### src/rtl/adder_tree_pkg.sv
// Shared sizing helpers for the pipelined adder tree.
package adder_tree_pkg;

  function automatic int clog2(input int n);
    int r;
    r = 0;
    for (int v = 1; v < n; v = v * 2) r++;
    return r;
  endfunction

  function automatic int out_w(input int width, input int num_ops);
    return width + clog2(num_ops);
  endfunction

  // Output width of reduction level l: each level adds one bit of growth.
  function automatic int lvl_w(input int width, input int l);
    return width + l + 1;
  endfunction

endpackage

### src/rtl/adder_tree_level.sv
// One registered pairwise reduction level; the carry-in joins only pair (0, 1).
module adder_tree_level #(
  parameter int N_IN = 8,
  parameter int IN_W = 7
) (
  input  logic                         clk,
  input  logic                         rst,
  input  logic                         advance,
  input  logic                         vld_in,
  input  logic                         acc_in,
  input  logic                         ci,
  input  logic [N_IN*IN_W-1:0]         din,
  output logic                         vld_out,
  output logic                         acc_out,
  output logic [(N_IN/2)*(IN_W+1)-1:0] dout
);

  localparam int OW    = IN_W + 1;
  localparam int N_OUT = N_IN / 2;

  logic [N_OUT*OW-1:0] pair_sum;
  logic [N_OUT*OW-1:0] dat_p0;
  logic                vld_p0;
  logic                acc_p0;

  always_comb begin
    pair_sum = '0;
    for (int k = 0; k < N_OUT; k++) begin
      pair_sum[k*OW +: OW] = OW'(din[(2*k)*IN_W +: IN_W])
                           + OW'(din[(2*k+1)*IN_W +: IN_W])
                           + ((k == 0) ? OW'(ci) : OW'(0));
    end
  end

  // Stage boundary: bubbles shift with data, everything holds on stall.
  always_ff @(posedge clk) begin
    if (rst) begin
      vld_p0 <= 1'b0;
      acc_p0 <= 1'b0;
    end else if (advance) begin
      vld_p0 <= vld_in;
      acc_p0 <= acc_in;
    end
  end

  always_ff @(posedge clk) begin
    if (advance) dat_p0 <= pair_sum;
  end

  assign vld_out = vld_p0;
  assign acc_out = acc_p0;
  assign dout    = dat_p0;

endmodule

### src/rtl/adder_tree_pipe.sv
// Pipelined NUM_OPS-operand adder tree with carry-in, running accumulation and valid/ready flow.
module adder_tree_pipe
  import adder_tree_pkg::*;
#(
  parameter  int WIDTH   = 7,
  parameter  int NUM_OPS = 8,
  localparam int OUT_W   = out_w(WIDTH, NUM_OPS)
) (
  input  logic                     clk,
  input  logic                     rst,
  input  logic                     in_valid,
  output logic                     in_ready,
  input  logic [NUM_OPS*WIDTH-1:0] ops,
  input  logic                     ci,
  input  logic                     in_acc,
  output logic                     out_valid,
  input  logic                     out_ready,
  output logic [OUT_W-1:0]         sum,
  output logic                     acc_ovf
);

  localparam int LEVELS = clog2(NUM_OPS);
  localparam int LAST   = LEVELS - 1;

  logic advance;
  assign advance  = !out_valid || out_ready;
  assign in_ready = advance;

  for (genvar l = 0; l < LEVELS; l++) begin : g_lvl
    localparam int IW = WIDTH + l;
    localparam int NI = NUM_OPS >> l;
    localparam int OW = lvl_w(WIDTH, l);

    logic [NI*IW-1:0]     din;
    logic [(NI/2)*OW-1:0] dout;
    logic                 vin, ain, cin, vout, aout;

    if (l == 0) begin : g_head
      assign din = ops;
      assign vin = in_valid;
      assign ain = in_acc;
      assign cin = ci;
    end else begin : g_tail
      assign din = g_lvl[l-1].dout;
      assign vin = g_lvl[l-1].vout;
      assign ain = g_lvl[l-1].aout;
      assign cin = 1'b0;
    end

    adder_tree_level #(.N_IN(NI), .IN_W(IW)) u_level (
      .clk     (clk),
      .rst     (rst),
      .advance (advance),
      .vld_in  (vin),
      .acc_in  (ain),
      .ci      (cin),
      .din     (din),
      .vld_out (vout),
      .acc_out (aout),
      .dout    (dout)
    );
  end

  function automatic logic [OUT_W:0] acc_add(input logic [OUT_W-1:0] a,
                                             input logic [OUT_W-1:0] b);
    return {1'b0, a} + {1'b0, b};
  endfunction

  logic [OUT_W-1:0] tree_sum;
  logic [OUT_W-1:0] acc;
  logic [OUT_W:0]   acc_nxt;
  logic             tree_vld, tree_acc;

  assign tree_sum = g_lvl[LAST].dout;
  assign tree_vld = g_lvl[LAST].vout;
  assign tree_acc = g_lvl[LAST].aout;
  assign acc_nxt  = acc_add(acc, tree_sum);

  // Output / accumulator stage: acc only moves when a beat lands here.
  always_ff @(posedge clk) begin
    if (rst) begin
      out_valid <= 1'b0;
      sum       <= '0;
      acc       <= '0;
      acc_ovf   <= 1'b0;
    end else if (advance) begin
      out_valid <= tree_vld;
      if (tree_vld) begin
        if (tree_acc) begin
          sum     <= acc_nxt[OUT_W-1:0];
          acc     <= acc_nxt[OUT_W-1:0];
          acc_ovf <= acc_ovf | acc_nxt[OUT_W];
        end else begin
          sum     <= tree_sum;
          acc     <= tree_sum;
          acc_ovf <= 1'b0;
        end
      end
    end
  end

endmodule

### config.mk
export PLATFORM = sky130hd
export DESIGN_NAME = adder_tree_pipe
export DESIGN_NICKNAME = d
export VERILOG_FILES = /design/src/rtl/adder_tree_pkg.sv /design/src/rtl/adder_tree_level.sv /design/src/rtl/adder_tree_pipe.sv
export SDC_FILE = /design/constraint.sdc
export NUM_CORES = 1
export LEC_CHECK = 0
export CAP_MARGIN = 20
export CORE_ASPECT_RATIO = 1.4
export CORE_UTILIZATION = 38
export CTS_CLUSTER_DIAMETER = 50
export CTS_CLUSTER_SIZE = 20
export DETAILED_ROUTE_END_ITERATION = 6
export GPL_TIMING_DRIVEN = 0
export HOLD_SLACK_MARGIN = 0.08
export PLACE_DENSITY = 0.62
export REMOVE_ABC_BUFFERS = 1
export SLEW_MARGIN = 20
export SYNTH_ARGS = -nofsm -noshare
export SYNTH_HDL_FRONTEND = slang
export SYNTH_SLANG_ARGS = --single-unit
### constraint.sdc
create_clock -name clk -period 4.55 [get_ports clk]
set_clock_uncertainty 0.1 [all_clocks]
set_input_delay 0.91 -clock clk [delete_from_list [all_inputs] [get_ports clk]]
set_output_delay 0.91 -clock clk [all_outputs]
set_load 0.1 [all_outputs]
; ---- Word level (Yosys, flattened, before mapping)
; Cells that the tools add are included.
[word_totals]
regBits = 78
output_inout_bits = 13
wordCells = 27
[op_classes]
add_sub_neg = 9
n_mux = 2
bitwise_logic = 1
reduce_logical = 3
[ops]
columns = op, n
row1 = $add A7 B7 Y8, 4
row2 = $add A8 B8 Y9, 2
row3 = $add A10 B10 Y11, 1
row4 = $add A9 B9 Y10, 1
row5 = $mux W10, 1
row6 = $add A8 B1 Y8, 1
row7 = $reduce_and A2 Y1, 1
row8 = $logic_not A1 Y1, 1
row9 = $logic_or A1 B1 Y1, 1
row10 = $mux W1, 1
row11 = $or A1 B1 Y1, 1

; ---- Longest topological paths before layout
; Gate-level depths: netlist of the first run.
[logic_depth]
depth_word = 3
ltp_mapped = 8

; ---- By module
; From an unflattened synthesis of the first run, not the netlist that was laid out.
[hier_totals]
cells_unflattened = 471
area_unflattened_um2 = 5092.4
[by_module_without_submodules]
columns = mod, n_inst, cells_each, area_per_inst_um2, seq_area_each_um2
row1 = adder_tree_level at g_lvl[0].u_level, 1, 177, 2119.5, 1001.0
row2 = adder_tree_level at g_lvl[1].u_level, 1, 100, 1227.4, 580.6
row3 = adder_tree_pipe, 1, 129, 1002.2, 240.2
row4 = adder_tree_level at g_lvl[2].u_level, 1, 65, 743.2, 340.3

; ---- Worst setup path before layout of the first run
; OpenSTA, ideal clock, no wires.
[synth_timing]
path_type = reg-to-reg
start = reg out_valid
end = reg acc_ovf
setup_time_ns = 0.103
arrival_ns = 4.087
t_required_ns = 4.347
path_slack_ns = 0.260
path_stages_with_launch = 7
n_path_buf = 1
cell_sequence = dfxtp_1 nor2b_1 buf_2 clkinv_1 nand2_1 nor2_1 a2111oi_2
[synth_between]
elab_chain_len = 3
[synth_lines]
columns = element, line
row1 = "start, declared", adder_tree_pipe.sv:16  ; output logic out_valid,
row2 = "start signal, assigned", adder_tree_pipe.sv:87  ; out_valid <= tree_vld;
row3 = $logic_not A1 Y1, adder_tree_pipe.sv:26  ; assign advance = !out_valid || out_ready;
row4 = $logic_or A1 B1 Y1, adder_tree_pipe.sv:26
row5 = via in_ready, adder_tree_pipe.sv:12  ; output logic in_ready,
row6 = $reduce_and A2 Y1 (no source line), --
row7 = "end signal, assigned", adder_tree_pipe.sv:92  ; acc_ovf <= acc_ovf | acc_nxt[OUT_W];
row8 = "end, declared", adder_tree_pipe.sv:19  ; output logic acc_ovf
; The timed path passes the listed nets, and every way through them passes these cells.
; A chain may end at the register's enable or synchronous reset.

; ---- Worst setup path in the final report of the first run
[layout_timing]
start = in out_ready
end = out in_ready
[layout_between]
elab_chain_len = 1
[layout_lines]
columns = element, line
row1 = "start, declared", adder_tree_pipe.sv:17  ; input logic out_ready,
row2 = $logic_or A1 B1 Y1, adder_tree_pipe.sv:26
row3 = "end, declared", adder_tree_pipe.sv:12
; Every way passes these cells.

==> results.cfg, run 1 <==
[yosys]
synth_common_cells = ha_1 (62), edfxtp_1 (60), a21oi_1 (39)
synth_edf_count = 60
ys_warn_count = 0
ys.flop_type = edfxtp_1
synth.top_cells.by_area = edfxtp_1 (37%), ha_1 (16%), dfxtp_1 (7.4%), xnor2_1 (5.0%), a21o_1 (4.3%)
synth_area_mm2 = 0.00489
yosysTopAreaCellShare = 0.368
seq_area_frac_synth = 0.442
yosys.cell_count.top_type = ha_1
synth.distinct_cells = 48
ys_async_sr_fraction = 0
syn_area_per_cell_um2 = 11.2
synth_area_leader_cell = edfxtp_1
syn-instance-count = 436
ys_ff_latch = 78

[power_and_ir_drop]
fin_total_pwr_uw = 2990
p_leak_uw = 0.00255
power_density_mw_per_mm2 = 488
vdd_ir_drop_max_uv = 207

[die]
rows = 48
dieArea_mm2 = 0.0133
ios = 75
start_util = 0.393
fp.dieW_um = 97.9
core_area_mm2 = 0.0124
die_h_um = 136

[setup_path]
crit_fanout = 36
cp-start-kind = input pin
rrSetupSlack_ns = 2.11
cp.required_ns = 3.54
crit_arrival_ns = 3.01
worstSetupPathType = input pin to output port
critical_path.endpoint_type = output port

[timing]
fin_ws_ns = 0.525
rsz0062_at_grt = false
min_period_ns = 4.02
setup_tns_ns = 0
fin_crit_sh = 0.885
final_max_slew_viol_count = 0
final-setup-viol-count = 0
fmax_mhz = 248
slew_headroom = 0.339
hold_viol = 0
max_slew.worst_pin.slew_ns = 0.988

[layout]
finalNetCount = 649
fillCellCount = 1133
stdcell_count = 671
area_growth_pct = 25.3
drive_above_1_share = 0.0461
diodes = 0

[detailed_routing]
top_layer = met4
drcViolationCount = 4
drt_iter0_markers = 60
first_pass_iters = 6
drt-met1-wl_mm = 3.46
dr_wl_met2_mm = 4.55
wl_per_cell_um = 12.7
met3_length_um = 288
wl_mm = 8.50
drtAntennaViolNets = 0
via_per_inst = 5.19
via_count = 3481

[global_route]
track_usage = 0.143
antenna_found_initial = 0
grt_max_degree = 37
grt_overflow = 0
grt_pass1_vias = 3573
grt_pass1_wl_mm = 15.1

[place]
dp_cells = 655
io_buffers = 74
dp_hpwl_mm = 6.57
pre_cts_slack_ns = -0.266
place.gp.congestion = 0.857

[cts]
htreeDepth = 3
clock_sinks = 78
cts_buffer_depth = 2
cts_buffers = 9
cts_hold_buf = 0
cts_tree = yes
postCtsSetupRepairBufs = 0
clk_latency_ns = 0.33
cts.reportedPaths.clkPinSlew_ns = 0.06
cts-root-buf = clkbuf_16

[outcome]
status = complete, but fails checks
violations = DRC

[job]
maxCapViolations = 0

[hold_path]
hold_path.class = flip-flop to flip-flop
## worst max-delay path: stages
cell and delay [ns]:
clkdlybuf4s50_1 0.40, nor2b_1 0.61, inv_4 0.35, dlygate4sd2_1 0.70
## worst paths after layout
kind | cells past startpoint | endpoint | from
max | 4 | in_ready | out_ready
min | 2 | g_lvl[1].u_level.vld_out | g_lvl[1].u_level.vld_out
min reg2reg | 2 | g_lvl[1].u_level.vld_out | g_lvl[1].u_level.vld_out
max reg2reg | 7 | acc_ovf | g_lvl[2].u_level.dout[0]
## sequential cells by signal, summed over array words and instances, names as in the netlist
register / flops
acc: 10
acc_ovf: 1
g_lvl.u_level.acc_out: 3
g_lvl.u_level.dout: 60
g_lvl.u_level.vld_out: 3
out_valid: 1
## kinds of logic after synthesis
kind of cell,Yosys count,share of synthesized area
AO/OA/AOI/OAI,137,0.190
buffers and inverters,32,0.0251
adder cells (fa/ha/maj),71,0.195
flip-flops,78,0.442
AND/OR/NAND/NOR,78,0.0747
multiplexers,5,0.0102
XOR/XNOR,35,0.0627
## layer usage
metal,vias to the layer above,GRT usage
li1,1795,-
met1,1612,0.146
met2,61,0.273
met3,13,0.0329
met4,0,0.0665
met5,-,0
## power breakdown
group          internal, uW  switching (uW)  total, uW
Combinational           547             581       1130
Sequential             1040            82.7       1120
Clock                   476             270        746
Total                  2060             933       2990
## through the flow
stage               instance area [um^2]  utilization  hold WS (ns)
finish                              6130        0.493         0.361
global route                        6130        0.493         0.382
CTS                                 6130        0.493         0.359
detailed placement                  5810        0.468         0.348
global placement                    5790        0.466         0.339
floorplan                           4860            -         0.326
## timing repair
item,CTS,global route
endpoints found under the hold margin,0,0
resized for setup,1,1
endpoints found under the setup margin,1,1
pin swaps,0,0
## cell usage in the layout (no fill, tap or decap), types with 11 or more instances in the layout
cell type	count
a21o_1	28
nand2_1	20
o21ai_0	19
inv_1	25
clkdlybuf4s50_1	73
o21bai_1	11
nor2_1	29
a21oi_1	39
dfxtp_1	18
edfxtp_1	60
xnor2_1	28
a211oi_1	14
ha_1	62
## cell type report
class                           count  area (um^2)  share of cell area
Multi-Input combinational cell    326         2610               0.425
Clock inverter                      7         88.8              0.0145
Tap cell                          150          188              0.0306
Sequential cell                    78         2160               0.353
Inverter                           26          100              0.0163
Timing Repair Buffer               75          759               0.124
Clock buffer                        9          225              0.0367
Note: power is estimated with default switching activity, not from simulation.
==> inputs of run 2 (changes only) <==
Settings changed: PLACE_DENSITY 0.62 to 0.71, SKIP_CTS_REPAIR_TIMING set to 1.
==> run 2 against run 1 <==
The flow still finishes with violations (DRC). Final cell count stayed put. Fmax is 5.2% lower. Via count grew 1.7%. Critical path type unchanged. Largest cell class unchanged.
==> results.cfg, run 2 (synthesis gave the netlist of run 1 again) <==
[power_and_ir_drop]
power_density_mw_per_mm2 = 477
pwr-share-clk = 0.216
power_switching_share = 0.327
p_switching_uw = 947
fin_total_pwr_uw = 2900
seq_power_share = 0.387
comb_power_share = 0.397
p_leak_uw = 0.00253
vdd_ir_drop_max_uv = 222
p_int_uw = 1950

[layout]
largest_register_ffs = 60
fillCellCount = 1155
final_area_mm2 = 0.00607
diodes = 0
layout_commonest_cell = clkdlybuf4s50_1
area_growth_pct = 24.2
layout_common_cells = clkdlybuf4s50_1 (73), ha_1 (62), edfxtp_1 (60)
drive_above_1_share = 0.0422
finalNetCount = 649

[timing]
final-setup-viol-count = 0
setup_tns_ns = 0
slew_headroom = 0.355
fin_ws_ns = 0.304
fmax_mhz = 236
final_max_slew_viol_count = 0
max_slew.worst_pin.slew_ns = 0.965
whs_ns = 0.354
rsz0062_at_grt = false
fin_crit_sh = 0.933
min_period_ns = 4.25
hold_viol = 0

[cts]
cts_buffers = 9
cts-root-buf = clkbuf_16
cts_buffer_depth = 2
htreeDepth = 3
clk_latency_ns = 0.34
cts_tree = yes
clock_sinks = 78
cts.reportedPaths.clkPinSlew_ns = 0.06

[detailed_routing]
drt_iter0_markers = 64
via_count = 3541
first_pass_iters = 6
wl_per_cell_um = 13.3
wl_mm = 8.91
drcViolationCount = 3
via_per_inst = 5.28
drtAntennaViolNets = 0

[die]
dieArea_mm2 = 0.0133
die_h_um = 136
core_area_mm2 = 0.0124
start_util = 0.393
fp.dieW_um = 97.9
rows = 48
ios = 75

[setup_path]
crit_fanout = 32
crit_family = buffers and inverters
cp-start-kind = input pin
cp.required_ns = 3.54
critical_path.endpoint_type = output port
cp-startpoint = out_ready
cpPeakStageDelay_ns = 0.68
cp_slowest_cell = dlymetal6s2s_1
path_buf_inv = 3
worstSetupPathType = input pin to output port
crit_arrival_ns = 3.24
r2r-start = out_valid
cp_cell_sequence = clkdlybuf4s50_1 -> nor2b_1 -> clkinv_2 -> dlymetal6s2s_1

[global_route]
use_met1 = 0.135
use_met3 = 0.0272
grt_busiest_layer = met2
grt_pass1_vias = 3632
track_usage = 0.141
grt_pass1_wl_mm = 15.0
met2_usage = 0.277
antenna_found_initial = 0
grt_overflow = 0
grt_max_degree = 40

[outcome]
violations = DRC
status = complete, but fails checks

[job]
maxCapViolations = 0

[place]
place.gp.congestion = 0.825
io_buffers = 74
dp_hpwl_mm = 7.05
dpl-instance-area_mm2 = 0.00581
pre_cts_slack_ns = -0.189

[hold_path]
hold_path.class = flip-flop to flip-flop
min_from = g_lvl[0].u_level.vld_out
-- run 2: cell count changes in the layout (fill, tap and decap cells not counted), sizes merged --
| cell | change |
|---|---|
| bufinv | -2 |
| clkbuf | +1 |
| clkinv | +2 |
| dlygate4sd2 | -1 |
| dlymetal6s2s | +1 |
| inv | -1 |
-- run 2: through the flow --
| step | util | cells |
|---|---|---|
| floorplan | - | 430 |
| CTS | 0.488 | 671 |
| global placement | 0.466 | 654 |
| global route | 0.489 | 671 |
| finish | 0.489 | 671 |
| detailed placement | 0.468 | 655 |
-- run 2: cell type report --
type	instances	area, um^2	share of cell area
clock buffer	10	229	0.0377
clock inverter	6	28.8	0.00474
inverter	26	98.8	0.0163
tap	150	188	0.0309
multi-input combinational	326	2610	0.429
timing repair buffer	75	763	0.126
sequential	78	2160	0.356
-- run 2: worst register-to-register path, delay by kind of cell, from the launching register on --
| family | cells | cell delay, ns |
|---|---|---|
| compound gates | 1 | 0.34 |
| simple gates | 3 | 0.97 |
| flops | 1 | 0.32 |
| buf+inv | 1 | 0.68 |
-- run 2: routing by layer --
layer,share of wire,vias to the layer above
li1,-,1799
met5,0,-
met4,0.033,0
met1,0.39,1652
met3,0.032,22
met2,0.54,68
-- run 2: worst paths after layout --
| path | end | slack [ns] | depth (start not counted) |
|---|---|---|---|
| hold / removal | g_lvl[0].u_level.vld_out | 0.35 | 2 |
| hold reg to reg | g_lvl[0].u_level.vld_out | 0.35 | 2 |
| setup / recovery | in_ready | 0.30 | 4 |
| setup reg to reg | acc_ovf | 2.04 | 5 |
-- run 2: power groups by stage --
| stage | Combinational [uW] | Sequential (uW) | Clock (uW) |
|---|---|---|---|
| after global routing | 1280 | 1140 | 666 |
| after global placement | 1080 | 1130 | 0 |
| after CTS | 1150 | 1120 | 641 |
| after detailed placement | 1140 | 1140 | 0 |
| after floorplan | 859 | 1130 | 0 |
| final | 1150 | 1120 | 625 |
